### src/rtl/pc_pkg.sv
`default_nettype none
// ============================================================================
//  Module      : pc_pkg
//  Description : Shared defaults and the operation decoder for the program
//                counter / call unit.
//                  PC_WIDTH        - default PC and return-address width
//                  PC_DEPTH        - default return-stack depth
//                  PC_RESET_VECTOR - default PC value after reset or clear
//                  pc_op_e         - one operation per edge, already resolved
//                                    by priority
//                  pc_decode()     - fixed-priority control decoder
//  Revision    : 1.0 - initial release
// ============================================================================
package pc_pkg;

    localparam int unsigned PC_WIDTH        = 16;
    localparam int unsigned PC_DEPTH        = 8;
    localparam int unsigned PC_RESET_VECTOR = 0;

    typedef enum logic [2:0] {
        OP_HOLD  = 3'd0,
        OP_INC   = 3'd1,
        OP_LOAD  = 3'd2,
        OP_CALL  = 3'd3,
        OP_RET   = 3'd4,
        OP_CLEAR = 3'd5
    } pc_op_e;

    // Priority: clear > ret > call > load > inc > hold.
    // Lower-priority requests on the same edge are dropped here, so nothing
    // downstream ever sees more than one operation at a time.
    function automatic pc_op_e pc_decode(
        input logic clr_req,
        input logic ret_req,
        input logic call_req,
        input logic load_req,
        input logic inc_req
    );
        pc_op_e op;
        if (clr_req)       op = OP_CLEAR;
        else if (ret_req)  op = OP_RET;
        else if (call_req) op = OP_CALL;
        else if (load_req) op = OP_LOAD;
        else if (inc_req)  op = OP_INC;
        else               op = OP_HOLD;
        return op;
    endfunction

endpackage : pc_pkg
`default_nettype wire

### src/rtl/pc_ret_stack.sv
`default_nettype none
// ============================================================================
//  Module      : pc_ret_stack
//  Description : Return-address LIFO with push/pop/clear, an occupancy count,
//                full/empty status and top-of-stack read.
//                Requests that cannot be honoured (push when full, pop when
//                empty) leave the stack unchanged and are reported on
//                push_rejected / pop_rejected in the same cycle.
//  Ports       : clk, rst_n        - clock, async active-low reset
//                clear             - empty the stack (highest priority)
//                push, push_data   - push request and data
//                pop               - pop request (wins over push)
//                top_data          - entry at depth-1 (don't-care when empty)
//                depth             - number of valid entries
//                full, empty       - occupancy status
//                push_rejected     - push requested while full
//                pop_rejected      - pop requested while empty
//  Revision    : 1.0 - initial release
// ============================================================================
module pc_ret_stack #(
    parameter int unsigned WIDTH = 16,
    parameter int unsigned DEPTH = 8
) (
    input  logic                     clk,
    input  logic                     rst_n,
    input  logic                     clear,
    input  logic                     push,
    input  logic                     pop,
    input  logic [WIDTH-1:0]         push_data,
    output logic [WIDTH-1:0]         top_data,
    output logic [$clog2(DEPTH):0]   depth,
    output logic                     full,
    output logic                     empty,
    output logic                     push_rejected,
    output logic                     pop_rejected
);

    localparam int unsigned c_ADDR_W  = $clog2(DEPTH);
    localparam int unsigned c_DEPTH_W = c_ADDR_W + 1;

    logic [c_DEPTH_W-1:0] r_depth;
    logic [WIDTH-1:0]     r_mem [DEPTH];

    logic                 w_full;
    logic                 w_empty;
    logic                 w_do_push;
    logic                 w_do_pop;
    logic [c_ADDR_W-1:0]  w_wr_idx;
    logic [c_ADDR_W-1:0]  w_rd_idx;

    assign w_full  = (r_depth == c_DEPTH_W'(DEPTH));
    assign w_empty = (r_depth == '0);

    // Pop outranks push; clear outranks both.
    assign w_do_pop      = pop  & ~clear & ~w_empty;
    assign w_do_push     = push & ~clear & ~pop & ~w_full;
    assign pop_rejected  = pop  & ~clear & w_empty;
    assign push_rejected = push & ~clear & ~pop & w_full;

    // Depth is a power of two, so the low address bits of the count are the
    // next free slot, and (count-1) in the same width is the top slot. When
    // full the low bits are zero and the subtraction wraps to DEPTH-1.
    assign w_wr_idx = r_depth[c_ADDR_W-1:0];
    assign w_rd_idx = r_depth[c_ADDR_W-1:0] - c_ADDR_W'(1);

    always_ff @(posedge clk or negedge rst_n) begin
        if (!rst_n) begin
            r_depth <= '0;
        end else if (clear) begin
            r_depth <= '0;
        end else if (w_do_pop) begin
            r_depth <= r_depth - c_DEPTH_W'(1);
        end else if (w_do_push) begin
            r_depth <= r_depth + c_DEPTH_W'(1);
        end
    end

    // Storage is intentionally left unreset; entries above depth are never
    // observed.
    always_ff @(posedge clk) begin
        if (w_do_push) begin
            r_mem[w_wr_idx] <= push_data;
        end
    end

    assign top_data = r_mem[w_rd_idx];
    assign depth    = r_depth;
    assign full     = w_full;
    assign empty    = w_empty;

endmodule : pc_ret_stack
`default_nettype wire

### src/rtl/pc_call_unit.sv
`default_nettype none
// ============================================================================
//  Module      : pc_call_unit
//  Description : Program counter with increment, jump, synchronous clear and
//                call/return through a hardware return-address stack.
//                Exactly one operation per edge, by fixed priority
//                clear > ret > call > load > inc > hold.
//  Ports       : clk, rst_n        - clock, async active-low reset
//                in                - jump / call target
//                clear, load, inc  - clear, jump, increment requests
//                call, ret         - call / return requests
//                out               - current PC (registered)
//                depth             - valid return-stack entries
//                stack_full/empty  - return-stack status
//                overflow_err      - sticky: call attempted while full
//                underflow_err     - sticky: ret attempted while empty
//  Revision    : 1.0 - initial release
// ============================================================================
module pc_call_unit
    import pc_pkg::*;
#(
    parameter int unsigned     WIDTH        = PC_WIDTH,
    parameter int unsigned     DEPTH        = PC_DEPTH,
    parameter logic [WIDTH-1:0] RESET_VECTOR = WIDTH'(PC_RESET_VECTOR)
) (
    input  logic                   clk,
    input  logic                   rst_n,
    input  logic [WIDTH-1:0]       in,
    input  logic                   clear,
    input  logic                   load,
    input  logic                   inc,
    input  logic                   call,
    input  logic                   ret,
    output logic [WIDTH-1:0]       out,
    output logic [$clog2(DEPTH):0] depth,
    output logic                   stack_full,
    output logic                   stack_empty,
    output logic                   overflow_err,
    output logic                   underflow_err
);

    pc_op_e           w_op;
    logic [WIDTH-1:0] w_pc_plus1;
    logic [WIDTH-1:0] w_top;
    logic             w_push_rej;
    logic             w_pop_rej;

    logic [WIDTH-1:0] r_pc;
    logic             r_ovf;
    logic             r_unf;

    assign w_op       = pc_decode(clear, ret, call, load, inc);
    // Serves both inc and the return address; wraps naturally at 2^WIDTH.
    assign w_pc_plus1 = r_pc + WIDTH'(1);

    pc_ret_stack #(
        .WIDTH (WIDTH),
        .DEPTH (DEPTH)
    ) u_stack (
        .clk           (clk),
        .rst_n         (rst_n),
        .clear         (w_op == OP_CLEAR),
        .push          (w_op == OP_CALL),
        .pop           (w_op == OP_RET),
        .push_data     (w_pc_plus1),
        .top_data      (w_top),
        .depth         (depth),
        .full          (stack_full),
        .empty         (stack_empty),
        .push_rejected (w_push_rej),
        .pop_rejected  (w_pop_rej)
    );

    always_ff @(posedge clk or negedge rst_n) begin
        if (!rst_n) begin
            r_pc  <= RESET_VECTOR;
            r_ovf <= 1'b0;
            r_unf <= 1'b0;
        end else begin
            case (w_op)
                OP_CLEAR: begin
                    r_pc  <= RESET_VECTOR;
                    r_ovf <= 1'b0;
                    r_unf <= 1'b0;
                end
                OP_RET: begin
                    if (w_pop_rej) r_unf <= 1'b1;
                    else           r_pc  <= w_top;
                end
                OP_CALL: begin
                    // A rejected push also suppresses the jump so the
                    // program does not lose its way back.
                    if (w_push_rej) r_ovf <= 1'b1;
                    else            r_pc  <= in;
                end
                OP_LOAD: r_pc <= in;
                OP_INC:  r_pc <= w_pc_plus1;
                default: ;
            endcase
        end
    end

    assign out           = r_pc;
    assign overflow_err  = r_ovf;
    assign underflow_err = r_unf;

endmodule : pc_call_unit
`default_nettype wire

### config.mk
export PLATFORM = sky130hd
export DESIGN_NAME = pc_call_unit
export DESIGN_NICKNAME = d
export VERILOG_FILES = /design/src/rtl/pc_pkg.sv /design/src/rtl/pc_ret_stack.sv /design/src/rtl/pc_call_unit.sv
export SDC_FILE = /design/constraint.sdc
export NUM_CORES = 1
export LEC_CHECK = 0
export BUFFER_PORTS_ARGS = -buffer_cell sky130_fd_sc_hd__buf_2
export CAP_MARGIN = 20
export CORE_ASPECT_RATIO = 1.1
export CORE_UTILIZATION = 36
export DETAILED_ROUTE_END_ITERATION = 8
export HOLD_SLACK_MARGIN = 0.05
export SETUP_SLACK_MARGIN = 0.1
export SYNTH_ARGS = -nofsm -noshare
export SYNTH_HDL_FRONTEND = slang
export SYNTH_SLANG_ARGS = --single-unit
### constraint.sdc
create_clock -name clk -period 6.9 [get_ports clk]
set_clock_uncertainty 0.05 [all_clocks]
set_input_delay 1.035 -clock clk [delete_from_list [all_inputs] [get_ports clk]]
set_output_delay 1.035 -clock clk [all_outputs]
set_load 0.02 [all_outputs]
==> out/qor.csv <==
metric,value,unit
PD cells,397,nW/um^2
Initial Util,36.7,%
status,"complete, no violations",
core area,17700,um^2
gr ovfl total,0,
DR vias,3730,
Sequential Power Share,40.5,%
largest net degree at the start of global routing,36,
Setup crit end kind,register,
First-pass DRT Iterations,5,
"Distinct cells, synth",54,
LEAKAGE,2.69,nW
CP Data Arrival Time,3.45,ns
# setup viols final,0,
syn nets,411,
first-pass GRT wire length,23200,um
fmax,296,MHz
synthesized instance count,382,
Yosys reg bits,150,
final-report hold violation count,0,
TritonCTS clock tree,built,
I/O Buffers,46,
Area Overhead vs Synth,17.1,%
Final Power,3.03,mW
Root Buffer,clkbuf_16,
Net Sw Power,0.981,mW
initial antenna violation count,0,
max-slew violations,0,
share of layout cells above drive strength 1,31.0,%
via/cell ratio,5.43,
I/O pins,47,
Final Wtd Congestion,0.770,
critical path launch point type,register,
Max VDD drop,0.181,mV
row count,51,
number of flops mapped to enable cells by yosys,128,
gr usage total,17.8,%
Synth top area share,59.0,%
Syn Std Cell Area,6520,um^2
Critical Path RT,6.97,ns
H-Tree Depth,4,
Cell Int Power,2.05,mW
Final nets,465,
Max Cap Violations,0,
Die Wd,130,um
WS Path Type,reg2reg,
share of power burned in the clock network,31.2,%
Iter 0 DRT Violations,330,
Mapped Avg Cell Area,17.1,um^2
setup TNS,0,ns
postcts setup bufs,0,
design area,7630,um^2
final period utilization,49.0,%
placed cell areas,6980,um^2
dpl hpwl,9920,um
Ys Warns,0,
final WL,15400,um
RSZ-0062 raised after global routing,no,
clock-pin slew on the worst setup and hold paths,0.06,ns
maximum clock insertion buffer count,2,
most area-hungry cell type in the Yosys netlist,edfxtp_1,
antenna-violating nets left,0,
Hold WC Path Type,reg2reg,
Worst Tran Pin Value,0.978,ns
CTS sink count,150,
Post-synth top flop,edfxtp_1,
largest cells by area after synthesis,"edfxtp_1 (59%), mux4_2 (10%), dfrtp_1 (8.4%)",
DRC viols,0,
Num CTS Buffers,17,
vias in the first global route,3800,
die height,143,um
max_slew headroom,34.7,%
die area,18600,um^2
Clock Latency Late Sink,0.43,ns
asr flop ratio synth,14.7,%
Net Sw Frac,32.4,%
crit path time final,3.38,ns
# hold bufs at CTS,0,
antenna diode count,0,
cts repair resizes,0,
sequential cell area fraction in the yosys report,67.4,%
critical path peak fanout,9,
Comb power frac,28.3,%
wire per inst,22.4,um
metrics by stage:
stage / hold slack [ns] / std cells / setup slack, ns / util (%)
after global placement: 0.436 / 653 / 3.41 / 39.4
after detailed placement: 0.441 / 653 / 3.35 / 39.4
after global routing: 0.489 / 687 / 3.28 / 43.0
after CTS: 0.454 / 685 / 3.58 / 42.8
final: 0.445 / 687 / 3.52 / 43.0
after floorplan: 0.547 / 382 / 3.21 / -
placed cells by master (no fill, tap or decap), types with 5 or more instances in the layout:
cell,netlist,final
a21oi_1,9,9
buf_4,1,6
mux2i_1,7,7
o22ai_1,5,5
nand2_1,17,17
nor2_2,3,9
clkbuf_16,0,17
nor2_1,19,13
o21ai_1,7,7
a22o_1,8,8
xor2_1,7,7
xnor2_1,10,10
mux4_2,30,30
buf_2,8,46
ha_1,5,5
inv_1,7,7
nor3_1,8,6
edfxtp_1,128,128
dfrtp_1,22,21
a22oi_1,11,11
state kept, by name, indices dropped and copies added (netlist names):
signal	count
u_stack.r_mem	128
out	16
overflow_err	1
underflow_err	1
u_stack.depth	4
critical path: stages, from the launching register on:
cell,delay [ns]
dfrtp_1,0.51
inv_1,0.19
ha_1,0.26
and3b_1,0.25
nor3b_1,0.46
nand2_1,0.26
nor3_2,0.75
buf_4,0.34
routing by layer:
metal | up-vias | GRT usage, % | wire (um)
met5 | - | 0 | 0
met3 | 23 | 3.86 | 772
met1 | 1932 | 22.7 | 6470
li1 | 1650 | - | -
met2 | 125 | 29.1 | 7790
met4 | 0 | 7.59 | 361
power by group through the flow:
stage | combinational [mW] | sequential, mW | clock, mW
2_1_floorplan | 0.603 | 1.25 | 0
3_3_place_gp | 0.852 | 1.24 | 0
3_5_place_dp | 0.863 | 1.24 | 0
4_1_cts | 0.866 | 1.23 | 0.958
5_1_grt | 0.929 | 1.24 | 0.995
6_report | 0.856 | 1.23 | 0.944
cell families after synthesis:
| group | Yosys count | share of synthesized area, % |
|---|---|---|
| flops | 150 | 67.4 |
| simple gates | 82 | 6.95 |
| compound gates | 61 | 6.97 |
| mux | 39 | 12.2 |
| buf+inv | 26 | 2.46 |
| xor+xnor | 18 | 2.71 |
| fa+ha+maj | 6 | 1.27 |
area by class of cell:
cell class / instances / area (um^2)
sequential: 150 / 4400
fill: 1605 / 10100
tap: 238 / 298
clock buffer: 17 / 425
clock inverter: 15 / 179
multi-input combinational: 206 / 1990
inverter: 7 / 26.3
timing repair buffer: 54 / 318
Yosys cell counts (4+ instances only):
cell type and count:
edfxtp_1 128, mux4_2 30, dfrtp_1 22, nor2_1 19, nand2_1 17, a22oi_1 11
xnor2_1 10, a21oi_1 9, a22o_1 8, buf_2 8, nor3_1 8, inv_1 7
mux2i_1 7, o21ai_1 7, xor2_1 7, ha_1 5, o22ai_1 5, buf_6 4
nand2b_1 4, nand3_1 4, nand4_1 4, nor2b_1 4, nor4_1 4
final timing paths:
kind | from | endpoint | slack (ns) | cells past startpoint
worst max-delay path | u_stack.depth[1] | u_stack.r_mem[1][10] | 3.52 | 7
worst min-delay path | underflow_err | underflow_err | 0.45 | 2
worst max register to register | u_stack.depth[1] | u_stack.r_mem[1][10] | 3.52 | 7
worst min register to register | underflow_err | underflow_err | 0.45 | 2
max in group asynchronous | rst_n | u_stack.depth[0] | 5.81 | 1
min in group asynchronous | rst_n | u_stack.depth[2] | 0.56 | 1
(Power assumes the default switching activity.)
